### config.mk
export PLATFORM = sky130hd
export DESIGN_NAME = variable_table_writer_flat
export DESIGN_NICKNAME = d
export VERILOG_FILES = /design/src/rtl/variable_table_writer_if.sv /design/src/rtl/variable_table_writer.sv /design/src/flat_wrapper.sv
export SDC_FILE = /design/constraint.sdc
export NUM_CORES = 1
export LEC_CHECK = 0
export CAP_MARGIN = 15
export CORE_AREA = 5 5 230 232
export CTS_BUF_LIST = sky130_fd_sc_hd__clkbuf_16
export DETAILED_ROUTE_END_ITERATION = 7
export DIE_AREA = 0 0 235 237
export MAX_ROUTING_LAYER = met4
export PLACE_DENSITY = 0.47
export SLEW_MARGIN = 10
export SYNTH_ARGS = -nofsm -noshare
export SYNTH_HDL_FRONTEND = slang
export SYNTH_SLANG_ARGS = --single-unit
export TNS_END_PERCENT = 30
### constraint.sdc
create_clock -name clk -period 4.4 [get_ports clk]
set_clock_uncertainty 0.1 [all_clocks]
set_input_delay 1.1 -clock clk [delete_from_list [all_inputs] [get_ports clk]]
set_output_delay 1.1 -clock clk [all_outputs]
set_load 0.01 [all_outputs]
### src/rtl/variable_table_writer_if.sv
// -----------------------------------------------------------------------------
// variable_table_writer_if
// Bundles the control and table-side signals of variable_table_writer.
//
// Signals:
//   init_start / init_seed   : request a random initialisation sweep + LFSR seed
//   init_busy / init_done    : sweep in progress / one-cycle completion pulse
//   flip_valid / flip_ready  : single-variable write request handshake
//   flip_addr / flip_value   : variable index and new value
//   flip_drop                : one-cycle pulse when an accepted flip is out of range
//   en_b / we_b / addr_b / din_b : broadcast port-B write bus to every table
//
// Handshake: a flip transfers on a rising edge where flip_valid && flip_ready
// are both high; flip_valid/addr/value must be stable while waiting for
// ready, and flip_ready never depends on flip_valid.
//
// Modports: master drives requests (bench / upstream logic), slave is the writer.
// -----------------------------------------------------------------------------
interface variable_table_writer_if #(
    parameter int VARIABLE_ADDRESS_WIDTH = 11,
    parameter int CLUSTER_SIZE           = 40
);
    logic                                           init_start;
    logic [15:0]                                    init_seed;
    logic                                           init_busy;
    logic                                           init_done;
    logic                                           flip_valid;
    logic                                           flip_ready;
    logic [VARIABLE_ADDRESS_WIDTH-1:0]              flip_addr;
    logic                                           flip_value;
    logic                                           flip_drop;
    logic [CLUSTER_SIZE-1:0]                        en_b;
    logic [CLUSTER_SIZE-1:0]                        we_b;
    logic [VARIABLE_ADDRESS_WIDTH*CLUSTER_SIZE-1:0] addr_b;
    logic [CLUSTER_SIZE-1:0]                        din_b;

    modport master (
        output init_start, init_seed, flip_valid, flip_addr, flip_value,
        input  init_busy, init_done, flip_ready, flip_drop,
        input  en_b, we_b, addr_b, din_b
    );

    modport slave (
        input  init_start, init_seed, flip_valid, flip_addr, flip_value,
        output init_busy, init_done, flip_ready, flip_drop,
        output en_b, we_b, addr_b, din_b
    );
endinterface

### src/rtl/variable_table_writer.sv
// -----------------------------------------------------------------------------
// variable_table_writer
// Writes variable values into CLUSTER_SIZE identical variable tables through
// their port B. Two sources of writes:
//   * single flips (flip handshake), one per cycle, out-of-range ones dropped
//   * an init sweep writing LFSR-generated bits to every address 0..N-1
// All tables receive the same write (broadcast).
//
// Ports:
//   clk          : clock, rising edge
//   rst          : asynchronous active-high reset
//   bus          : variable_table_writer_if slave (control + table bus)
//   dbg_state_o  : current FSM state, 1 = INIT sweep, 0 = IDLE
// -----------------------------------------------------------------------------
module variable_table_writer #(
    parameter int VARIABLE_ADDRESS_WIDTH = 11,
    parameter int CLUSTER_SIZE           = 40,
    parameter int NUM_VARIABLES          = 2048
) (
    input  logic                    clk,
    input  logic                    rst,
    variable_table_writer_if.slave  bus,
    output logic                    dbg_state_o
);
    localparam int              W            = VARIABLE_ADDRESS_WIDTH;
    localparam logic [15:0]     DEFAULT_SEED = 16'hACE1;
    localparam logic [W-1:0]    LAST_ADDR    = W'(NUM_VARIABLES - 1);

    typedef enum logic {
        IDLE = 1'b0,
        INIT = 1'b1
    } state_t;

    state_t         state_q, state_d;
    logic [15:0]    lfsr_q, lfsr_d;
    logic [W-1:0]   cnt_q, cnt_d;
    logic           wr_q, wr_d;
    logic [W-1:0]   addr_q, addr_d;
    logic           din_q, din_d;
    logic           busy_q, busy_d;
    logic           done_q, done_d;
    logic           drop_q, drop_d;

    logic           flip_ready;
    logic           flip_in_range;
    logic [15:0]    seed_eff;

    // Fibonacci LFSR, taps 16,14,13,11: feedback enters at bit 0.
    function automatic logic [15:0] lfsr_step(input logic [15:0] s);
        return {s[14:0], s[15] ^ s[13] ^ s[12] ^ s[10]};
    endfunction

    // An all-zero seed would lock the LFSR, so it is substituted.
    assign seed_eff      = (bus.init_seed == 16'h0000) ? DEFAULT_SEED : bus.init_seed;
    assign flip_in_range = (32'(bus.flip_addr) < 32'(NUM_VARIABLES));
    assign flip_ready    = (state_q == IDLE) && !bus.init_start;

    always_comb begin
        state_d = state_q;
        lfsr_d  = lfsr_q;
        cnt_d   = cnt_q;
        wr_d    = 1'b0;
        addr_d  = '0;
        din_d   = 1'b0;
        busy_d  = 1'b0;
        done_d  = 1'b0;
        drop_d  = 1'b0;

        case (state_q)
            IDLE: begin
                if (bus.init_start) begin
                    // The write for address 0 is issued on the accepting edge,
                    // so the INIT state lines up exactly with the write cycles.
                    // The register then holds the LFSR one step ahead, ready
                    // for the write to address 1.
                    state_d = INIT;
                    cnt_d   = '0;
                    wr_d    = 1'b1;
                    din_d   = seed_eff[0];
                    lfsr_d  = lfsr_step(seed_eff);
                    busy_d  = 1'b1;
                end else if (bus.flip_valid && flip_ready) begin
                    if (flip_in_range) begin
                        wr_d   = 1'b1;
                        addr_d = bus.flip_addr;
                        din_d  = bus.flip_value;
                    end else begin
                        drop_d = 1'b1;
                    end
                end
            end
            INIT: begin
                // cnt_q is the address being written in this cycle.
                if (cnt_q == LAST_ADDR) begin
                    state_d = IDLE;
                    cnt_d   = '0;
                    done_d  = 1'b1;
                end else begin
                    cnt_d  = cnt_q + 1'b1;
                    wr_d   = 1'b1;
                    addr_d = cnt_q + 1'b1;
                    din_d  = lfsr_q[0];
                    lfsr_d = lfsr_step(lfsr_q);
                    busy_d = 1'b1;
                end
            end
            default: state_d = IDLE;
        endcase
    end

    always_ff @(posedge clk or posedge rst) begin
        if (rst) begin
            state_q <= IDLE;
            lfsr_q  <= DEFAULT_SEED;
            cnt_q   <= '0;
            wr_q    <= 1'b0;
            addr_q  <= '0;
            din_q   <= 1'b0;
            busy_q  <= 1'b0;
            done_q  <= 1'b0;
            drop_q  <= 1'b0;
        end else begin
            state_q <= state_d;
            lfsr_q  <= lfsr_d;
            cnt_q   <= cnt_d;
            wr_q    <= wr_d;
            addr_q  <= addr_d;
            din_q   <= din_d;
            busy_q  <= busy_d;
            done_q  <= done_d;
            drop_q  <= drop_d;
        end
    end

    assign bus.flip_ready = flip_ready;
    assign bus.init_busy  = busy_q;
    assign bus.init_done  = done_q;
    assign bus.flip_drop  = drop_q;
    assign bus.en_b       = {CLUSTER_SIZE{wr_q}};
    assign bus.we_b       = {CLUSTER_SIZE{wr_q}};
    assign bus.addr_b     = {CLUSTER_SIZE{addr_q}};
    assign bus.din_b      = {CLUSTER_SIZE{din_q}};
    assign dbg_state_o    = (state_q == INIT);
endmodule

### src/flat_wrapper.sv
// flat-port wrapper written by rule: the top's interface ports become plain ports
module variable_table_writer_flat 
#(
    parameter int VARIABLE_ADDRESS_WIDTH = 11,
    parameter int CLUSTER_SIZE           = 40,
    parameter int NUM_VARIABLES          = 2048
)
  (clk, rst, dbg_state_o, bus_init_start, bus_init_seed, bus_flip_valid, bus_flip_addr, bus_flip_value, bus_init_busy, bus_init_done, bus_flip_ready, bus_flip_drop, bus_en_b, bus_we_b, bus_addr_b, bus_din_b);
  variable_table_writer_if #(.VARIABLE_ADDRESS_WIDTH(VARIABLE_ADDRESS_WIDTH), .CLUSTER_SIZE(CLUSTER_SIZE)) bus_i ();
  input  logic clk;
  input  logic rst;
  output logic dbg_state_o;
  input wire logic [$bits(bus_i.init_start)-1:0] bus_init_start;
  input wire logic [$bits(bus_i.init_seed)-1:0] bus_init_seed;
  input wire logic [$bits(bus_i.flip_valid)-1:0] bus_flip_valid;
  input wire logic [$bits(bus_i.flip_addr)-1:0] bus_flip_addr;
  input wire logic [$bits(bus_i.flip_value)-1:0] bus_flip_value;
  output wire logic [$bits(bus_i.init_busy)-1:0] bus_init_busy;
  output wire logic [$bits(bus_i.init_done)-1:0] bus_init_done;
  output wire logic [$bits(bus_i.flip_ready)-1:0] bus_flip_ready;
  output wire logic [$bits(bus_i.flip_drop)-1:0] bus_flip_drop;
  output wire logic [$bits(bus_i.en_b)-1:0] bus_en_b;
  output wire logic [$bits(bus_i.we_b)-1:0] bus_we_b;
  output wire logic [$bits(bus_i.addr_b)-1:0] bus_addr_b;
  output wire logic [$bits(bus_i.din_b)-1:0] bus_din_b;
  assign bus_i.init_start = bus_init_start;
  assign bus_i.init_seed = bus_init_seed;
  assign bus_i.flip_valid = bus_flip_valid;
  assign bus_i.flip_addr = bus_flip_addr;
  assign bus_i.flip_value = bus_flip_value;
  assign bus_init_busy = bus_i.init_busy;
  assign bus_init_done = bus_i.init_done;
  assign bus_flip_ready = bus_i.flip_ready;
  assign bus_flip_drop = bus_i.flip_drop;
  assign bus_en_b = bus_i.en_b;
  assign bus_we_b = bus_i.we_b;
  assign bus_addr_b = bus_i.addr_b;
  assign bus_din_b = bus_i.din_b;
  variable_table_writer #(.VARIABLE_ADDRESS_WIDTH(VARIABLE_ADDRESS_WIDTH), .CLUSTER_SIZE(CLUSTER_SIZE), .NUM_VARIABLES(NUM_VARIABLES)) u_core (.clk(clk), .rst(rst), .bus(bus_i), .dbg_state_o(dbg_state_o));
endmodule
**Yosys cells after proc, flatten, opt, wreduce, memory -nomap -nowiden**

Index checks and enable logic that the tools add are counted.

- $add $sub $neg: 1
- Equal/unequal tests: 3
- Mux-type cells: 22
- Bitwise gates (word level): 7
- Reduce and logical (&&, ||, !) cells: 5

Operators with widths:

| operator | number |
|---|---|
| 16-bit 2-to-1 mux | 3 |
| 11-bit 2-to-1 mux | 4 |
| 11-bit case mux with 2 select lines | 2 |
| 16-bit case mux with 2 select lines | 1 |
| 16-bit zero test | 1 |
| 11-bit by 1-bit adder with 11-bit output (second input constant) | 1 |
| 11-bit == test (second input constant) | 1 |
| 1-bit 2-to-1 mux | 9 |
| 1-bit case mux with 2 select lines | 3 |
| 1-bit XOR | 6 |
| 2-bit inequality test (second input constant) | 2 |
| 1-bit logical AND | 2 |
| 2-bit AND reduction | 1 |
| 1-bit zero test | 1 |
| 1-bit NOT | 1 |

- Flip-flop bits (word level): 42
- Input bits: 32
- Output and inout port bits: 565
- Logic and storage cells: 45

**Logic depth before layout (Yosys ltp)**

Gate-level depths: netlist of run 1.

- Depth in word-level cells: 7
- Gate-level depth with buffers: 7
- Mapped depth without buffers: 5

**Worst setup path after synthesis of run 1**

No wires, ideal clock.

- Kind: reg-to-output
- Start point: register u_core.wr_q
- End point: output port bus_en_b[0]
- Arrival time: 1,789 ps
- Required time: 3,200 ps
- Setup slack: 1,411 ps
- Stages on the path, launching flop included: 2
- Buffers on the path: 1
- Cell sequence: dfrtp_1 > buf_4

RTL lines:

| item | RTL line | text |
|---|---|---|
| from (decl) | variable_table_writer.sv:37 | `logic wr_q, wr_d;` |
| from (signal assigned) | variable_table_writer.sv:126 | `wr_q <= wr_d;` |
| to (decl) | flat_wrapper.sv:22 | `output wire logic [$bits(bus_i.en_b)-1:0] bus_en_b;` |

No word-level cell between the ends.

**Final worst setup path of run 1**

- Start point: input port bus_init_start
- End point: output port bus_flip_ready

- Word-level cells in the longest chain between the ends: 2

RTL lines:

| item | RTL line | text |
|---|---|---|
| from (decl) | flat_wrapper.sv:13 | `input wire logic [$bits(bus_i.init_start)-1:0] bus_init_start;` |
| 1-bit zero test | variable_table_writer.sv:56 | `assign flip_ready = (state_q == IDLE) && !bus.init_start;` |
| 1-bit logical AND | variable_table_writer.sv:56 |  |
| to (decl) | flat_wrapper.sv:20 | `output wire logic [$bits(bus_i.flip_ready)-1:0] bus_flip_ready;` |

Every way passes these cells.

==> flow_summary.json, run 1 <==
{
  "p_per_area_mw_per_mm2": 720.5,
  "tritoncts": "yes",
  "cp-start-kind": "input pin",
  "arrival_ps": 2450,
  "syn_inst": 738,
  "layout-drive-gt1-share_pct": 6.524,
  "viasPerCell": 2.697,
  "ys_async_sr_fraction_pct": 100.0,
  "end_kind": "primary output",
  "die_area_mm2": 0.05570,
  "grt_pass1_vias": 3755,
  "synth_compound_area_share_pct": 4.600,
  "syn-num-nets": 771,
  "multi_input_area_um2": 915.9,
  "regArea_mm2": 0.001062,
  "io_buffers": 595,
  "worstSetupPathType": "in2out",
  "synth_mux_area_share_pct": 4.419,
  "ios": 597,
  "worst-path-buf-inv": 3,
  "timing.final.crit_share_pct": 82.99,
  "first_pass_iters": 4,
  "initial_core_util_pct": 12.21,
  "htreeDepth": 2,
  "critical-path-top-delay-family": "buffers and inverters",
  "grt_pass1_wl_um": 24960,
  "grt_use_total_pct": 5.706,
  "finalSetupTns_ps": 0,
  "rsz0062_at_grt": "no",
  "vias": 3989,
  "grt_max_degree": 81,
  "hold_class": "reg2reg",
  "design_power_total_mw": 6.626,
  "cp_cell_sequence": "clkdlybuf4s50_1 -> or2_2 -> inv_1 -> clkdlybuf4s50_1",
  "synth_edf_count": 0,
  "critPathMaxStageDelay_ps": 540,
  "hpwl_um": 14730,
  "synth-adder-area-share_pct": 0.2018,
  "maxSlewViolCount": 0,
  "setup_viol": 0,
  "ys_ff_latch": 42,
  "cts_hold_buffers": 0,
  "avgSynthCellArea_um2": 8.402,
  "yosys.cell_types.count": 42,
  "antenna_found_initial": 2,
  "yosysSeqAreaShare_pct": 17.11,
  "nFillCells": 5559,
  "clockBufferDepth": 2,
  "cts_buffers": 5,
  "ys_warn_count": 0,
  "synth_area_mm2": 0.006201,
  "cts_resized": 0,
  "die_h_um": 237,
  "syn2layout_area_growth_pct": 48.31,
  "cts_setup_buffers": 0,
  "leakage_nw": 3.433,
  "cp.required_ps": 3200,
  "rows": 83,
  "drc": 0,
  "finalHoldViolations": 0,
  "outcome": "finished, final reports clean",
  "fmaxAchievable_ghz": 0.2739,
  "gr-total-overflow": 0,
  "clock-root-buffer": "clkbuf_16",
  "gp_congestion": 0.7140,
  "wire_per_inst_um": 12.40,
  "synth_xor_area_share_pct": 1.977,
  "synth-simple-area-share_pct": 3.511,
  "cp_max_fo": 3,
  "final_nets": 829,
  "die_x_um": 235,
  "synth_top_family_by_area": "buffers and inverters",
  "core-area_mm2": 0.05078,
  "slew_headroom_pct": 39.28,
  "path_common_cell": "clkdlybuf4s50_1",
  "synth_ff_type": "dfrtp_1",
  "ant_nets": 0,
  "max-cap-violations": 0,
  "insertion_delay_ps": 290,
  "ir_worst_vdd_uv": 236.9,
  "cp_slowest_cell": "clkdlybuf4s50_1",
  "drt_iter0_drc": 107,
  "clk_pin_slew_worst_paths_ps": 60,
  "finalWirelength_um": 18340,
  "clock-sinks": 42,
  "period_needed_ps": 3652,
  "worst_pin_slew_ps": 909.5
}
-- report_power, final --
group | internal (mW) | switching (mW) | total (mW) | leakage, nW
Sequential | 0.576 | 0.153 | 0.729 | 0.487
Combinational | 3.19 | 2.23 | 5.42 | 2.85
Clock | 0.323 | 0.157 | 0.480 | 0.0915
Total | 4.09 | 2.54 | 6.63 | 3.43
-- cell type report --
| cell class | count | share of cell area, % |
|---|---|---|
| Inverter | 12 | 0.4898 |
| Multi-Input combinational cell | 125 | 9.959 |
| Timing Repair Buffer | 610 | 66.64 |
| Clock inverter | 3 | 0.6939 |
| Tap cell | 680 | 9.252 |
| Antenna cell | 2 | 0.05442 |
| Clock buffer | 5 | 1.361 |
| Sequential cell | 42 | 11.55 |
-- synth_stat cells (all sizes together), types with 2 or more instances --
master,n,area (um^2)
nor4,5,31.28
a31oi,2,27.53
nand4,3,25.02
xor2,4,35.03
a41o,2,20.02
nor2,4,15.01
a21oi,5,25.02
dfstp,8,210.2
nor3,2,21.27
mux2,16,183.9
mux2i,9,90.09
nand3,3,15.01
o22ai,9,56.30
inv,11,41.29
dfrtp,34,850.8
clkbuf,4,16.26
nand2,17,63.81
a22o,4,35.03
xnor2,10,87.58
and3,2,12.51
buf,555,4163
o21ai,16,80.08
-- through the flow --
| step | util, % | hold slack, ps | worst slack (ps) | area (um^2) | instances |
|---|---|---|---|---|---|
| floorplan | - | 344.3 | 1411 | 6201 | 738 |
| global placement | 17.55 | 351.9 | 744.1 | 8912 | 1465 |
| detailed placement | 17.55 | 360.2 | 746.9 | 8912 | 1465 |
| CTS | 17.92 | 372.7 | 739.1 | 9101 | 1473 |
| global route | 18.10 | 390.9 | 684.6 | 9194 | 1478 |
| finish | 18.11 | 370.8 | 748.5 | 9196 | 1479 |
-- sequential cells by signal (all words and copies together), names as in the netlist --
name / flops
u_core.cnt_q: 11
u_core.lfsr_q: 16
u_core.bus.init_done: 1
u_core.dbg_state_o: 1
u_core.addr_q: 11
u_core.din_q: 1
u_core.wr_q: 1
-- routing by layer --
layer  vias to the layer above  GRT usage, %  part of all wire, %
met3                         9         1.887                  8.9
met1                      1828         5.995                   37
li1                       1888             -                    -
met5                         -             -                    0
met4                         0        0.5486                 0.37
met2                       264         10.79                   53
-- layout by cell type (no fill, tap or decap), types with 8 or more instances in the layout --
master           synthesis  layout
mux2_2                  15      15
o21ai_0                 16      16
xnor2_1                 10      10
mux2i_1                  9       9
nand2_1                 17      17
o22ai_1                  9       9
buf_4                  551      11
dfrtp_1                 34      33
inv_1                   11      10
dfstp_2                  8       8
clkdlybuf4s50_1          0     595
-- cell families (layout without fill, tap and decap cells) --
family / Yosys count / after routing
compound gates: 43 / 43
xor+xnor: 14 / 14
fa+ha+maj: 1 / 1
buf+inv: 571 / 630
flops: 42 / 42
mux: 25 / 25
other cells: 1 / 3
simple gates: 41 / 41
-- final timing paths --
| path | start | end | slack, ps | cells after the start |
|---|---|---|---|---|
| setup / recovery | bus_init_start | bus_flip_ready | 750 | 4 |
| hold / removal | u_core.lfsr_q[11]$_DFFE_PP1P_ | u_core.lfsr_q[11]$_DFFE_PP1P_ | 370 | 2 |
| setup reg to reg | u_core.cnt_q[0]$_DFFE_PP0P_ | u_core.lfsr_q[4]$_DFFE_PP0P_ | 2180 | 5 |
| hold reg to reg | u_core.lfsr_q[11]$_DFFE_PP1P_ | u_core.lfsr_q[11]$_DFFE_PP1P_ | 370 | 2 |
| max in group asynchronous | rst | u_core.wr_q$_DFF_PP0_ | 2340 | 2 |
| min in group asynchronous | rst | u_core.addr_q[2]$_DFF_PP0_ | 1240 | 2 |
-- worst register-to-register path, stage by stage, from the launching register on --
cell and delay [ps]:
dfrtp_1 430, ha_1 280, nand4_2 170, nor3_4 400, a31oi_4 350, mux2_2 380
Note: power is estimated with default switching activity, not from simulation.
==> run 2, diff against run 1 <==
CORE_AREA = 5 5 232 234   (was 5 5 230 232)
DIE_AREA = 0 0 237 239   (was 0 0 235 237)
PLACE_DENSITY = 0.48   (was 0.47)
clock period = 2.95 ns   (was 4.4 ns; I/O delays follow)
==> run 2 against run 1 <==
Against the previous run:
- cell area decreased by 0.49%
- register-to-register slack got worse by 1400 ps
- clock power increased by 10%
- first-iteration DRC count increased by 5.6%
- sequential cell count unchanged
- largest power group unchanged
- highest routed layer unchanged
==> flow_summary.json, run 2 (synthesis gave the netlist of run 1 again) <==
{
  "cp.required_ps": 2110,
  "outcome": "finished, final reports clean",
  "worst_pin_slew_ps": 606.6,
  "combPwrFrac_pct": 83.6,
  "max-cap-violations": 0,
  "htreeDepth": 2,
  "p_seq_share_pct": 10.9,
  "arrival_ps": 1680,
  "setup_viol": 0,
  "period_needed_ps": 2518,
  "grt_use_total_pct": 5.497,
  "ios": 597,
  "cp-start-kind": "input pin",
  "regArea_mm2": 0.001062,
  "power_switching_mw": 3.759,
  "biggestRegsByFlops": "u_core.lfsr_q: 16 flops, u_core.addr_q: 11 flops, u_core.cnt_q: 11 flops",
  "hold_class": "reg2reg",
  "leakage_nw": 3.445,
  "die_area_mm2": 0.05664,
  "cts_hold_buffers": 0,
  "fmaxAchievable_ghz": 0.3972,
  "end_kind": "primary output",
  "internal_power_mw": 5.857,
  "viasPerCell": 2.714,
  "maxSlewViolCount": 0,
  "hold_ws_ps": 368.1,
  "multi_input_area_um2": 915.9,
  "rows": 84,
  "final_nets": 833,
  "nFillCells": 5713,
  "p_clk_share_pct": 5.5,
  "p_sw_share_pct": 39.09,
  "clock-sinks": 42,
  "p_per_area_mw_per_mm2": 1051,
  "rsz0062_at_grt": "no",
  "io_buffers": 595,
  "cts_buffers": 5,
  "gr-total-overflow": 0,
  "ir_worst_vdd_uv": 333.2,
  "cp_cell_sequence": "clkdlybuf4s50_1 -> or2_2 -> inv_1 -> dlymetal6s2s_1",
  "clock-root-buffer": "clkbuf_16",
  "fin_area_mm2": 0.009151,
  "core-area_mm2": 0.05181,
  "syn2layout_area_growth_pct": 47.58,
  "finalWirelength_um": 18390,
  "insertion_delay_ps": 290,
  "tritoncts": "yes",
  "cp_max_fo": 2,
  "finalHoldViolations": 0,
  "largest_reg_flops": 16,
  "placed_cell_area_mm2": 0.009007,
  "worstSetupPathType": "in2out",
  "layout-drive-gt1-share_pct": 6.742,
  "drt_iter0_drc": 113,
  "initial_core_util_pct": 11.97,
  "die_h_um": 239,
  "hpwl_um": 14710,
  "cts_resized": 0,
  "top_register": "u_core.lfsr_q",
  "finalSetupTns_ps": 0,
  "antenna_found_initial": 2,
  "gp_congestion": 0.7144,
  "design_power_total_mw": 9.615,
  "vias": 4047,
  "grt_pass1_vias": 3862,
  "mostFrequentLayoutCell": "clkdlybuf4s50_1",
  "cts_setup_buffers": 0,
  "grt_pass1_wl_um": 24440,
  "critPathMaxStageDelay_ps": 410,
  "first_pass_iters": 6,
  "drc": 0,
  "die_x_um": 237,
  "clk_pin_slew_worst_paths_ps": 60,
  "timing.final.crit_share_pct": 85.35,
  "ant_nets": 0,
  "clockBufferDepth": 2,
  "grt_max_degree": 81,
  "slew_headroom_pct": 59.18,
  "wire_per_inst_um": 12.33,
  "cp_slowest_cell": "clkdlybuf4s50_1",
  "layout_common_cells": "594 x clkdlybuf4s50_1, 33 x dfrtp_1, 17 x nand2_1, 17 x buf_4, 16 x o21ai_0"
}
==> run 2: final cells by class <==
type,count,share of cell area (%)
clock buffers,5,1.367
clock inverters,3,0.1231
flip-flops and latches,42,11.61
inverters,12,0.4922
well taps,688,9.407
multi-input cells,125,10.01
repair buffers,614,66.94
diodes,2,0.05469
==> run 2: worst paths after layout <==
kind                            cells past startpoint                          start                       endpoint  slack, ps
worst min register to register                      2  u_core.lfsr_q[11]$_DFFE_PP1P_  u_core.lfsr_q[11]$_DFFE_PP1P_        370
worst max-delay path                                4                 bus_init_start                 bus_flip_ready        430
worst max register to register                      4   u_core.dbg_state_o$_DFF_PP0_    u_core.cnt_q[2]$_DFFE_PP0P_        780
min in group asynchronous                           2                            rst    u_core.cnt_q[4]$_DFFE_PP0P_        720
worst min-delay path                                2  u_core.lfsr_q[11]$_DFFE_PP1P_  u_core.lfsr_q[11]$_DFFE_PP1P_        370
max in group asynchronous                           3                            rst  u_core.lfsr_q[10]$_DFFE_PP1P_       1410
==> run 2: routing by layer <==
| layer | vias up | track usage (%) | part of all wire, % |
|---|---|---|---|
| li1 | 1893 | - | - |
| met1 | 1857 | 5.998 | 37 |
| met2 | 287 | 10.06 | 52 |
| met3 | 10 | 1.719 | 10 |
| met4 | 0 | 0.7696 | 0.83 |
| met5 | - | - | 0 |
==> run 2: through the flow <==
| stage | instances | worst slack [ps] | utilization (%) |
|---|---|---|---|
| floorplan | 738 | 323.4 | - |
| global placement | 1481 | 42.22 | 17.38 |
| detailed placement | 1481 | 53.39 | 17.38 |
| CTS | 1489 | 45.30 | 17.65 |
| global route | 1491 | 363.0 | 17.66 |
| finish | 1491 | 432.1 | 17.66 |
==> run 2: power by group through the flow <==
stage	logic, mW	clock network [mW]	registers [mW]
finish	8.04	0.530	1.05
global placement	8.19	0	1.05
floorplan	5.59	0	1.53
global route	8.53	0.567	1.08
CTS	8.25	0.543	1.05
detailed placement	8.24	0	1.05
==> run 2: critical path: cells and delay by family <==
family	cells	cell delay, ps
buffers and inverters	3	650
AND/OR/NAND/NOR	1	290
==> run 3, diff against run 2 <==
CORE_AREA = 5 5 230 232   (was 5 5 232 234)
DIE_AREA = 0 0 235 237   (was 0 0 237 239)
PLACE_DENSITY = 0.47   (was 0.48)
clock period = 3.1 ns   (was 2.95 ns; I/O delays follow)
==> run 3 against run 2 <==
Against the previous run:
- global-route usage increased by 0.19 points
- critical path depth unchanged
- via count decreased by 1.8%
- sequential cell count unchanged
- cell area decreased by 0.11%
- count of clock-buffer cells in the layout unchanged
- non-clock buffer count increased by 2
- die area decreased by 1.7%
- combinational power decreased by 4.9%
- worst setup slack got worse by 330 ps
- largest power group unchanged
- highest routed layer unchanged
==> flow_summary.json, run 3 (synthesis gave the netlist of run 1 again) <==
{
  "io_buffers": 595,
  "p_per_area_mw_per_mm2": 999.9,
  "htreeDepth": 2,
  "worst-path-buf-inv": 3,
  "cts_buffers": 5,
  "largest_reg_flops": 16,
  "die_x_um": 235,
  "arrival_ps": 2120,
  "die_h_um": 237,
  "worst_pin_slew_ps": 617.3,
  "clk_pin_slew_worst_paths_ps": 60,
  "cp-start-kind": "input pin",
  "rsz0062_at_grt": "no",
  "hold_ws_ps": 374.3,
  "critical-path-top-delay-family": "buffers and inverters",
  "layout.cells.non_filler": 1485,
  "gr-total-overflow": 0,
  "ant_nets": 0,
  "dp_cells": 1475,
  "whs_path_depth": 2,
  "rows": 83,
  "cp.required_ps": 2220,
  "fmaxAchievable_ghz": 0.3340,
  "end_kind": "primary output",
  "insertion_delay_ps": 290,
  "hold_class": "reg2reg",
  "clock-root-buffer": "clkbuf_16",
  "syn2layout_area_growth_pct": 47.42,
  "multi_input_area_um2": 915.9,
  "viasPerCell": 2.677,
  "cp_slowest_cell": "clkdlybuf4s50_1",
  "grt_max_degree": 81,
  "reg2regPathDepth": 6,
  "setup_viol": 0,
  "regArea_mm2": 0.001062,
  "cp_max_fo": 2,
  "clockBufferDepth": 2,
  "core-area_mm2": 0.05078,
  "layout-drive-gt1-share_pct": 6.974,
  "final_util_pct": 18.00,
  "clock-sinks": 42,
  "finalSetupTns_ps": 0,
  "cts_hold_buffers": 0,
  "grt_pass1_wl_um": 24900,
  "ios": 597,
  "die_area_mm2": 0.05570,
  "cts_setup_buffers": 0,
  "worst-path-stages": 4,
  "max-cap-violations": 0,
  "drc": 0,
  "leakage_nw": 3.417,
  "cp_cell_sequence": "clkdlybuf4s50_1 -> or2_2 -> inv_1 -> clkdlybuf4s50_1",
  "antenna_found_initial": 3,
  "critPathMaxStageDelay_ps": 550,
  "tritoncts": "yes",
  "layout_common_cells": "595 x clkdlybuf4s50_1, 33 x dfrtp_1, 20 x buf_4",
  "final_nets": 835,
  "hpwl_um": 14860,
  "first_pass_iters": 4,
  "biggestRegsByFlops": "u_core.lfsr_q: 16 flops, u_core.addr_q: 11 flops, u_core.cnt_q: 11 flops",
  "timing.final.crit_share_pct": 96.59,
  "top_register": "u_core.lfsr_q",
  "grt_use_total_pct": 5.684,
  "finalHoldViolations": 0,
  "ir_worst_vdd_uv": 330.4,
  "worstSetupPathType": "in2out",
  "finalWirelength_um": 18180,
  "mostFrequentLayoutCell": "clkdlybuf4s50_1",
  "outcome": "finished, final reports clean",
  "maxSlewViolCount": 0,
  "nFillCells": 5597,
  "grt_pass1_vias": 3859,
  "gp_congestion": 0.6920,
  "vias": 3975,
  "wire_per_inst_um": 12.24,
  "path_common_cell": "clkdlybuf4s50_1",
  "slew_headroom_pct": 58.79,
  "drt_iter0_drc": 112,
  "cts_resized": 0,
  "initial_core_util_pct": 12.21,
  "period_needed_ps": 2994
}
==> run 3: cell count changes in the layout (fill, tap and decap cells not counted) <==
cell | before | now
inv_1 | 13 | 10
buf_12 | 2 | 1
buf_4 | 17 | 20
dlymetal6s2s_1 | 1 | 0
clkdlybuf4s50_1 | 594 | 595
clkinv_1 | 1 | 4
==> run 3: area by class of cell <==
| class | instances | share of cell area [%] |
|---|---|---|
| Tap cell | 680 | 9.307 |
| Inverter | 12 | 0.4927 |
| Timing Repair Buffer | 616 | 67.01 |
| Clock inverter | 3 | 0.1232 |
| Clock buffer | 5 | 1.369 |
| Antenna cell | 2 | 0.05475 |
| Sequential cell | 42 | 11.62 |
| Multi-Input combinational cell | 125 | 10.02 |
==> run 3: where the power goes <==
group | switching [mW] | total (mW) | internal, mW
registers | 0.176 | 0.994 | 0.818
clock network | 0.209 | 0.499 | 0.290
logic | 3.18 | 7.65 | 4.46
==> run 3: final timing paths <==
kind	from	end	slack [ps]
max in group asynchronous	rst	u_core.lfsr_q[7]$_DFFE_PP1P_	1470
worst max register to register	u_core.cnt_q[0]$_DFFE_PP0P_	u_core.lfsr_q[14]$_DFFE_PP0P_	940
worst min-delay path	u_core.lfsr_q[6]$_DFFE_PP1P_	u_core.lfsr_q[6]$_DFFE_PP1P_	370
worst min register to register	u_core.lfsr_q[6]$_DFFE_PP1P_	u_core.lfsr_q[6]$_DFFE_PP1P_	370
worst max-delay path	bus_init_start	bus_flip_ready	110
min in group asynchronous	rst	u_core.addr_q[0]$_DFF_PP0_	780
==> run 3: stage by stage <==
step           cell area (um^2)  worst slack [ps]  total power, mW
2_1_floorplan              6201             435.9            6.771
3_3_place_gp               9000             107.4            8.829
3_5_place_dp               9000             117.1            8.857
4_1_cts                    9136             108.7            9.369
5_1_grt                    9141             61.43            9.652
6_report                   9141             105.6            9.140
==> run 3: metal layers <==
layer | share of wire, % | vias up | wire length [um] | global-route usage, %
li1 | - | 1901 | - | -
met1 | 37 | 1805 | 6813 | 5.954
met2 | 53 | 257 | 9712 | 10.82
met3 | 8.7 | 12 | 1590 | 1.817
met4 | 0.37 | 0 | 67 | 0.5309
met5 | 0 | - | 0 | -
==> run 3: worst reg2reg max path, stage by stage, from the launching register on <==
cell and delay (ps):
dfrtp_1 440, ha_1 310, nand4_2 170, nor3_4 390
a31oi_4 270, buf_4 240, mux2i_1 110
